### config.mk
export PLATFORM = sky130hd
export DESIGN_NAME = adpll_mode_ctrl
export DESIGN_NICKNAME = d
export VERILOG_FILES = /design/src/rtl/adpll_mode_ctrl.sv
export SDC_FILE = /design/constraint.sdc
export NUM_CORES = 1
export LEC_CHECK = 0
export ABC_AREA = 1
export CAP_MARGIN = 30
export CORE_ASPECT_RATIO = 1.2
export CORE_MARGIN = 2
export CORE_UTILIZATION = 30
export DETAILED_ROUTE_END_ITERATION = 6
export GPL_TIMING_DRIVEN = 0
export PLACE_DENSITY = 0.6
export SLEW_MARGIN = 20
export SYNTH_ARGS = -nofsm -noshare
export SYNTH_HDL_FRONTEND = slang
export SYNTH_SLANG_ARGS = --single-unit
### constraint.sdc
create_clock -name clk -period 2.38 [get_ports clk]
set_input_delay 0.714 -clock clk [delete_from_list [all_inputs] [get_ports clk]]
set_output_delay 0.714 -clock clk [all_outputs]
set_load 0.005 [all_outputs]
### src/rtl/adpll_mode_ctrl.sv
// ADPLL acquisition mode controller.
// Walks the DCO through PVT -> ACQ -> TRK banks as the phase error settles,
// drops back to PVT on loss of lock, and flags attempts that run too long.
module adpll_mode_ctrl #(
  parameter int PHE_W   = 12,
  parameter int THR_PVT = 64,
  parameter int THR_ACQ = 8,
  parameter int SETTLE  = 16,
  parameter int TIMEOUT = 255
) (
  input  logic             clk,
  input  logic             rst_n,
  input  logic             en,
  input  logic [PHE_W-1:0] phe,
  input  logic             phe_vld,
  output logic [1:0]       mode,
  output logic             pvt_en,
  output logic             acq_en,
  output logic             trk_en,
  output logic             lock,
  output logic             timeout_err
);

  localparam int CNT_MAX = (SETTLE > TIMEOUT) ? SETTLE : TIMEOUT;
  localparam int CW      = $clog2(CNT_MAX + 1);

  localparam logic [CW-1:0]    SETTLE_M1 = CW'(SETTLE - 1);
  localparam logic [CW-1:0]    TMO_C     = CW'(TIMEOUT);
  localparam logic [CW-1:0]    CNT_ONE   = CW'(1);
  localparam logic [PHE_W:0]   THR_PVT_C = (PHE_W + 1)'(THR_PVT);
  localparam logic [PHE_W:0]   THR_ACQ_C = (PHE_W + 1)'(THR_ACQ);

  typedef enum logic [1:0] {
    S_IDLE = 2'b00,
    S_PVT  = 2'b01,
    S_ACQ  = 2'b10,
    S_TRK  = 2'b11
  } state_t;

  state_t        r_state, w_state_nxt;
  logic [CW-1:0] r_settle, w_settle_nxt;
  logic [CW-1:0] r_tmo, w_tmo_nxt, w_tmo_inc;
  logic          r_err, w_err_nxt;
  logic          r_pvt_en, r_acq_en, r_trk_en, r_lock;
  logic          w_pvt_en_nxt, w_acq_en_nxt, w_trk_en_nxt, w_lock_nxt;

  // Magnitude is formed one bit wider so the most negative code does not wrap
  logic [PHE_W:0] w_phe_ext, w_phe_abs;
  logic           w_in_pvt, w_in_acq, w_in_cur;

  assign w_phe_ext = {phe[PHE_W-1], phe};
  assign w_phe_abs = phe[PHE_W-1] ? (~w_phe_ext + (PHE_W + 1)'(1)) : w_phe_ext;
  assign w_in_pvt  = (w_phe_abs < THR_PVT_C);
  assign w_in_acq  = (w_phe_abs < THR_ACQ_C);
  assign w_in_cur  = (r_state == S_ACQ) ? w_in_acq : w_in_pvt;
  assign w_tmo_inc = (r_tmo == TMO_C) ? r_tmo : (r_tmo + CNT_ONE);

  // State, counter and registered-output update
  always_ff @(posedge clk or negedge rst_n) begin
    if (!rst_n) begin
      r_state  <= S_IDLE;
      r_settle <= '0;
      r_tmo    <= '0;
      r_err    <= 1'b0;
      r_pvt_en <= 1'b0;
      r_acq_en <= 1'b0;
      r_trk_en <= 1'b0;
      r_lock   <= 1'b0;
    end else begin
      r_state  <= w_state_nxt;
      r_settle <= w_settle_nxt;
      r_tmo    <= w_tmo_nxt;
      r_err    <= w_err_nxt;
      r_pvt_en <= w_pvt_en_nxt;
      r_acq_en <= w_acq_en_nxt;
      r_trk_en <= w_trk_en_nxt;
      r_lock   <= w_lock_nxt;
    end
  end

  // Next-state and counter logic; en low overrides every sample event
  always_comb begin
    w_state_nxt  = r_state;
    w_settle_nxt = r_settle;
    w_tmo_nxt    = r_tmo;
    w_err_nxt    = r_err;
    if (!en) begin
      w_state_nxt  = S_IDLE;
      w_settle_nxt = '0;
      w_tmo_nxt    = '0;
      w_err_nxt    = 1'b0;
    end else begin
      case (r_state)
        S_IDLE: begin
          w_state_nxt  = S_PVT;
          w_settle_nxt = '0;
          w_tmo_nxt    = '0;
        end
        S_PVT, S_ACQ: begin
          if (phe_vld) begin
            // Timeout only raises the flag; settling keeps being evaluated
            w_tmo_nxt = w_tmo_inc;
            if (w_tmo_inc == TMO_C) w_err_nxt = 1'b1;
            if (w_in_cur) begin
              if (r_settle == SETTLE_M1) begin
                w_state_nxt  = (r_state == S_PVT) ? S_ACQ : S_TRK;
                w_settle_nxt = '0;
                w_tmo_nxt    = '0;
              end else begin
                w_settle_nxt = r_settle + CNT_ONE;
              end
            end else begin
              w_settle_nxt = '0;
            end
          end
        end
        S_TRK: begin
          if (phe_vld) begin
            if (!w_in_pvt) begin
              if (r_settle == SETTLE_M1) begin
                w_state_nxt  = S_PVT;
                w_settle_nxt = '0;
                w_tmo_nxt    = '0;
              end else begin
                w_settle_nxt = r_settle + CNT_ONE;
              end
            end else begin
              w_settle_nxt = '0;
            end
          end
        end
        default: w_state_nxt = S_IDLE;
      endcase
    end
  end

  // Output decode from the next state so outputs register alongside mode
  always_comb begin
    w_pvt_en_nxt = (w_state_nxt == S_PVT);
    w_acq_en_nxt = (w_state_nxt == S_ACQ);
    w_trk_en_nxt = (w_state_nxt == S_TRK);
    w_lock_nxt   = (w_state_nxt == S_TRK);
  end

  assign mode        = r_state;
  assign pvt_en      = r_pvt_en;
  assign acq_en      = r_acq_en;
  assign trk_en      = r_trk_en;
  assign lock        = r_lock;
  assign timeout_err = r_err;

endmodule

==> metrics.csv <==
stage,metric,value,unit
outcome,status,"complete, no violations",
place,Post-DP Area,1850,sq um
timing,fin. max-slew vios,0,
global_routing,first-pass GRT wire length,5460,microns
pwr,Pwr Total,769,uW
yosys,Unique masters post-synth,29,
yosys,post-synthesis xor/xnor area fraction,0.0513,
pwr,leakage,0.943,nW
yosys,"count leader, synth",nand2_1,
global_routing,total grt overflow,0,
pwr,"IR drop worst, VDD",260,uV
worst_setup_path,slowest CP cell,clkdlybuf4s50_1,
timing,Max-slew headroom,0.613,
timing,"Setup violations, final",0,
timing,Final period util,0.948,
yosys,"Primary FF master, synth",dfrtp_1,
worst_hold_path,Hold Path Stages,1,
timing,min Tclk post-route,2260,ps
clock_network,H-tree levels,1,
yosys,"EDFF count, synth",0,
yosys,Post-synth ARST share,1.00,
global_routing,GR Util All Layers,0.118,
floorplan,core area,4940,sq um
worst_setup_path,R2R cell count,9,
worst_setup_path,WP data arrival,2410,ps
cells_and_area,layout cells sized above 1,0.217,
worst_hold_path,hold_sp,r_settle[0],
timing,Max Freq,443,MHz
yosys,compound-gate portion of the synthesized area,0.167,
timing,RSZ-0062 raised after global routing,no,
yosys,register area share after synthesis,0.359,
worst_setup_path,R2R Setup Slk,240,ps
yosys,share of the synthesized area in the top cell type,0.359,
global_routing,largest net degree at the start of global routing,14,
worst_hold_path,hold endpoint,r_settle[0],
routing,mean routed wirelength per cell,10.7,microns
routing,Vias,1322,
worst_setup_path,r2r endpoint,r_tmo[7],
yosys,multiplexer share of the synthesized area,0,
clock_network,CTS buffer count,3,
yosys,Syn Inst Count,193,
worst_setup_path,element type at the critical path end,register,
yosys,"area leader, netlist",dfrtp_1,
worst_setup_path,worst-path fanout max,10,
cells_and_area,ANT cells,0,
floorplan,die area,5710,sq um
worst_setup_path,"Cell Chain, Critical Path",clkdlybuf4s50_1 > nand2_1 > a21oi_2 > o21bai_4 > nor2_4 > o21ai_4 > buf_12 > o21ai_2,
cells_and_area,Total Nets Final,249,
timing,worst slew pin tran,578,ps
yosys,mean post-synth cell area,7.95,sq um
place,detailed placement HPWL,2350,microns
yosys,register bit total from synthesis,22,
clock_network,clk sink count,22,
timing,final setup TNS,0,ps
cells_and_area,final instance area,1980,sq um
global_routing,vias in the first global route,1269,
run,max-cap violation count,0,
clock_network,Root Buffer,clkbuf_8,
yosys,Simple-Gate Fraction of Synth Area,0.297,
cells_and_area,FILL cells,505,
floorplan,Initial Utilization,0.311,
worst_setup_path,Worst Setup Path Type,in -> reg,
yosys,Ys Warns,0,
clock_network,clk slew on worst S/H paths,80,ps
timing,Setup Skew,7.29,ps
worst_setup_path,CP required,2530,ps
routing,post-route DRC violation count,0,
worst_hold_path,min-delay worst type,reg -> reg,
cells_and_area,Area growth syn-to-layout,29.0,%
worst_setup_path,Crit Reg-Reg Startpoint,mode[1],
clock_network,Skew-Pair Late Insertion Delay,260,ps
yosys,top post-synthesis cells by area,"dfrtp_1, nand2_1, o21ai_2",
yosys,Synth top cells by count,"nand2_1, inv_1, dfrtp_1",
routing,drt pass-1 iters,4,
routing,Vias/cell,4.62,
yosys,Post-Synthesis Net Count,215,
pwr,pwr dens,388,nW/um^2
floorplan,DIE HEIGHT,82.4,microns
global_routing,initial antenna violation count,0,
yosys,Synth Area in Adders,0.0489,
clock_network,Max Root-Sink Buffers,2,
floorplan,# IOs,23,
yosys,synthesized area,1540,sq um
place,GP Congestion,0.801,
worst_setup_path,"slowest stage delay, CP",540,ps
worst_setup_path,Setup crit start kind,input port,
clock_network,CTS tree,done,
floorplan,die width,69.3,microns
routing,drt first-iter violations,87,
yosys,combinational family with the most area after synthesis,simple AND/OR/NAND/NOR gates,
place,I/O Buffers,22,
floorplan,FP Rows,28,
routing,final wirelength,3060,microns
routing,Post-DRT Antenna Nets,0,
timing,count of final hold-check violations,0,
placed cells by master, fill, tap and decap left out, drive strengths merged:
cell type / Yosys / layout
dfrtp: 22 / 22
clkdlybuf4s50: 0 / 18
a21oi: 4 / 4
nor2: 23 / 23
inv: 28 / 28
buf: 1 / 8
o21ai: 23 / 23
nand2: 48 / 48
clkinvlp: 1 / 1
xnor2: 2 / 2
nand3: 16 / 16
nand3b: 3 / 3
nor3: 1 / 1
nand4: 5 / 5
o21bai: 2 / 2
ha: 6 / 6
xor2: 7 / 7
o22ai: 1 / 1
dlymetal6s2s: 0 / 4
clkbuf: 0 / 4
metrics by stage:
stage,hold WS [ps],instances,setup WS [ps],utilization
global placement,502,275,-437,0.371
floorplan,418,193,382,-
detailed placement,509,276,-427,0.374
CTS,517,283,29.7,0.390
global route,567,286,8.47,0.401
finish,526,286,124,0.401
final cells by class:
class / count / area, sq um / share of cell area
clock buffers: 4 / 55.1 / 0.0278
plain buffers: 1 / 7.51 / 0.00379
multi-input cells: 141 / 880 / 0.444
repair buffers: 29 / 303 / 0.153
flip-flops and latches: 22 / 551 / 0.278
inverters: 29 / 110 / 0.0556
well taps: 60 / 75.1 / 0.0379
how the worst max path moves through the flow:
stage / startpoint / endpoint / slack (ps) / depth (start not counted)
after floorplan: mode[1] / r_tmo[0] / 380 / 8
after global placement: en / r_tmo[1] / -440 / 7
after detailed placement: en / r_tmo[2] / -430 / 7
after CTS: phe[11] / r_tmo[2] / 30 / 8
after global routing: phe[0] / r_settle[0] / 8 / 10
final: en / r_tmo[7] / 120 / 8
critical path, delay by kind of cell:
family	cells	cell delay [ps]
AOI/OAI and AO/OA	4	810
and+or+nand+nor	2	190
buffers and inverters	2	690
flip-flops by register name (all words and copies together) (netlist names):
signal       flops
r_settle         8
mode             2
lock             1
pvt_en           1
r_tmo            8
acq_en           1
timeout_err      1
kinds of logic (layout without fill, tap and decap cells):
kind of cell	Yosys count	count (layout)
compound gates	30	30
flops	22	22
simple gates	96	96
buf+inv	30	63
fa+ha+maj	6	6
xor+xnor	9	9
routing by layer:
metal / share of wire / wire length, microns / vias up / track usage
li1: - / - / 683 / -
met1: 0.46 / 1420 / 613 / 0.144
met2: 0.50 / 1520 / 22 / 0.215
met3: 0.029 / 88 / 4 / 0.0182
met4: 0.011 / 33 / 0 / 0.0373
met5: 0 / 0 / - / 0
power by group:
| part | leakage, nW | internal, mW | switching (mW) | total, mW |
|---|---|---|---|---|
| sequential | 0.304 | 0.378 | 0.00425 | 0.382 |
| clock | 0.0288 | 0.148 | 0.126 | 0.273 |
| combinational | 0.611 | 0.0554 | 0.0580 | 0.113 |
| total | 0.943 | 0.581 | 0.188 | 0.769 |
what timing repair did:
item / CTS / global route
endpoints found under the setup margin: 8 / 18
resized for setup: 1 / 6
buffers inserted: 3 / 3
pin swaps: 1 / 5
hold buffers: 0 / 0
(Power assumes the default switching activity.)
==> variant: new RTL, config.mk and constraints unchanged <==
Change the parameter `PHE_W` from 12 to 18.
--- a/src/rtl/adpll_mode_ctrl.sv
+++ b/src/rtl/adpll_mode_ctrl.sv
@@ -2,7 +2,7 @@
 // Walks the DCO through PVT -> ACQ -> TRK banks as the phase error settles,
 // drops back to PVT on loss of lock, and flags attempts that run too long.
 module adpll_mode_ctrl #(
-  parameter int PHE_W   = 12,
+  parameter int PHE_W   = 18,
   parameter int THR_PVT = 64,
   parameter int THR_ACQ = 8,
   parameter int SETTLE  = 16,
Interface: changed (resized phe); port bits go from 23 to 29. No check against the original RTL was run, so the function may have changed too.
==> variant against the unedited design <==
  * Worst setup slack improved by 21 ps
  * Non-clock buffer count increased by 9
  * Sequential cell count unchanged
  * Wire length increased by 57%
  * Utilization decreased by 0.86 points
  * Synthesized area increased by 33%
  * Final area increased by 28%
  * Total power increased by 12%
  * Highest routed layer unchanged
==> variant: results (changes against the unedited design) <==
stage;metric;value;unit;change
cells_and_area;ant diodes;0;;unchanged
synthesis;post-synth cell types;33;;+14%
power_and_ir_drop;internal power;0.608;mW;+4.6%
synthesis;ys async rst share;1.00;;unchanged
worst_hold_path;worst hold path type;reg2reg;;
grt;met1 Use GR;0.161;;+0.0165
grt;initial antenna violation count;0;;unchanged
timing;Max-slew headroom;0.611;;-0.00268
worst_setup_path;worst reg2reg path depth;7;;-2
routing;vias per inst;4.71;;+1.8%
clock_network;later-pin clock latency in the skew report;260;ps;about the same
synthesis;Yosys top cell by area;dfrtp_1;;
synthesis;Mapped Nets;334;;+55%
cells_and_area;fraction of layout instances using a drive strength above 1;0.257;;+0.0404
routing;Pre-Repair DR Iteration Count;4;;unchanged
grt;first-pass GRT wire length;8250;um;+51%
timing;Clock Skews;9.36;ps;+2.07 ps
placed_design;GPL Wtd Cong;0.863;;+7.8%
grt;M2 GR Usage;0.261;;+0.0452
synthesis;Synth warnings;0;;unchanged
worst_setup_path;WP data arrival;2410;ps;about the same
synthesis;Seq/Total Area, Yosys;0.270;;-0.0885
placed_design;dpl hpwl;3910;um;+67%
worst_setup_path;crit path max fanout;6;;-4
outcome;outcome;complete, no violations;;
cells_and_area;# nets final;375;;+51%
placed_design;Setup WS pre-CTS;-502;ps;-74.7 ps
synthesis;Synth top cells by count;91 x nand2_1, 35 x nand3_1, 34 x inv_1;;
grt;met3 usage;0.0144;;-0.00378
clock_network;clock root cell;clkbuf_8;;
worst_hold_path;WHS Path Cells;1;;unchanged
routing;routed length per instance;11.1;um;+4.2%
clock_network;CTS Buf Count;3;;unchanged
clock_network;clock tree buffer depth;2;;unchanged
power_and_ir_drop;Peak supply drop;0.267;mV;+2.6%
routing;drt initial violations;53;;-39%
grt;GRT Util Overall;0.136;;+0.0175
clock_network;Reg clk slew, reported paths;70;ps;
synthesis;Synth Flop Type;dfrtp_1;;
grt;vias in the first global route;1928;;+52%
power_and_ir_drop;Lkg Pwr;1.22;nW;+29%
grt;largest net degree at the start of global routing;13;;-1
placed_design;cell area after placement;2430;um2;+32%
synthesis;Area contributors post-synth;dfrtp_1 27%, nand2_1 17%, nand3_1 8.6%;;
clock_network;htree depth;1;;unchanged
placed_design;number of port buffers;27;;+23%
[variant: cell families after synthesis]
| kind of cell | after synthesis | share of synthesized area |
|---|---|---|
| compound gates | 18 | 0.0589 |
| xor+xnor | 11 | 0.0473 |
| fa+ha+maj | 6 | 0.0368 |
| buf+inv | 42 | 0.0878 |
| flops | 22 | 0.270 |
| simple gates | 207 | 0.499 |
[variant: power by group through the flow]
stage	combinational (mW)	sequential, mW	clock (mW)
after floorplan	0.120	0.389	0
after global placement	0.202	0.389	0
after detailed placement	0.207	0.389	0
after CTS	0.209	0.381	0.277
after global routing	0.240	0.382	0.296
final	0.214	0.381	0.267
[variant: stage by stage]
stage               setup TNS (ps)  std cells   util
floorplan                        0        306      -
detailed placement           -8870        419  0.375
finish                           0        431  0.392
CTS                              0        429  0.391
global placement             -8400        418  0.372
global route                     0        431  0.392
[variant: area by class of cell]
class	instances	area (um2)
multi-input cells	242	1370
plain buffers	3	30.0
flip-flops and latches	22	551
well taps	85	106
clock buffers	4	55.1
inverters	39	149
repair buffers	36	280
fillers	725	3940
[variant: path summary, 6_finish.rpt]
kind                                to         from  slack (ps)
max                        r_settle[5]           en         140
min                        r_settle[0]  r_settle[0]         510
max reg2reg                r_settle[5]      mode[0]         380
min reg2reg                r_settle[0]  r_settle[0]         510
max in group asynchronous  r_settle[6]        rst_n        1070
min in group asynchronous     r_tmo[4]        rst_n         810
[variant: routing by layer]
metal | vias up | wire length, um
met1 | 923 | 2080
met2 | 37 | 2550
met4 | 0 | 48
met3 | 6 | 132
li1 | 1062 | -
met5 | - | 0
[variant: worst max-delay path, stage by stage]
cell,delay (ps)
clkdlybuf4s50_1,650
inv_1,120
nor2_1,210
inv_1,110
nor3_1,300
nand2_2,160
o22ai_1,140
[variant: what timing repair did]
| action | 4_1_cts | 5_1_grt |
|---|---|---|
| endpoints found under the setup margin | 21 | 20 |
| resized for setup | 24 | 46 |
| pin swaps | 12 | 34 |
| buffers inserted | 6 | 2 |
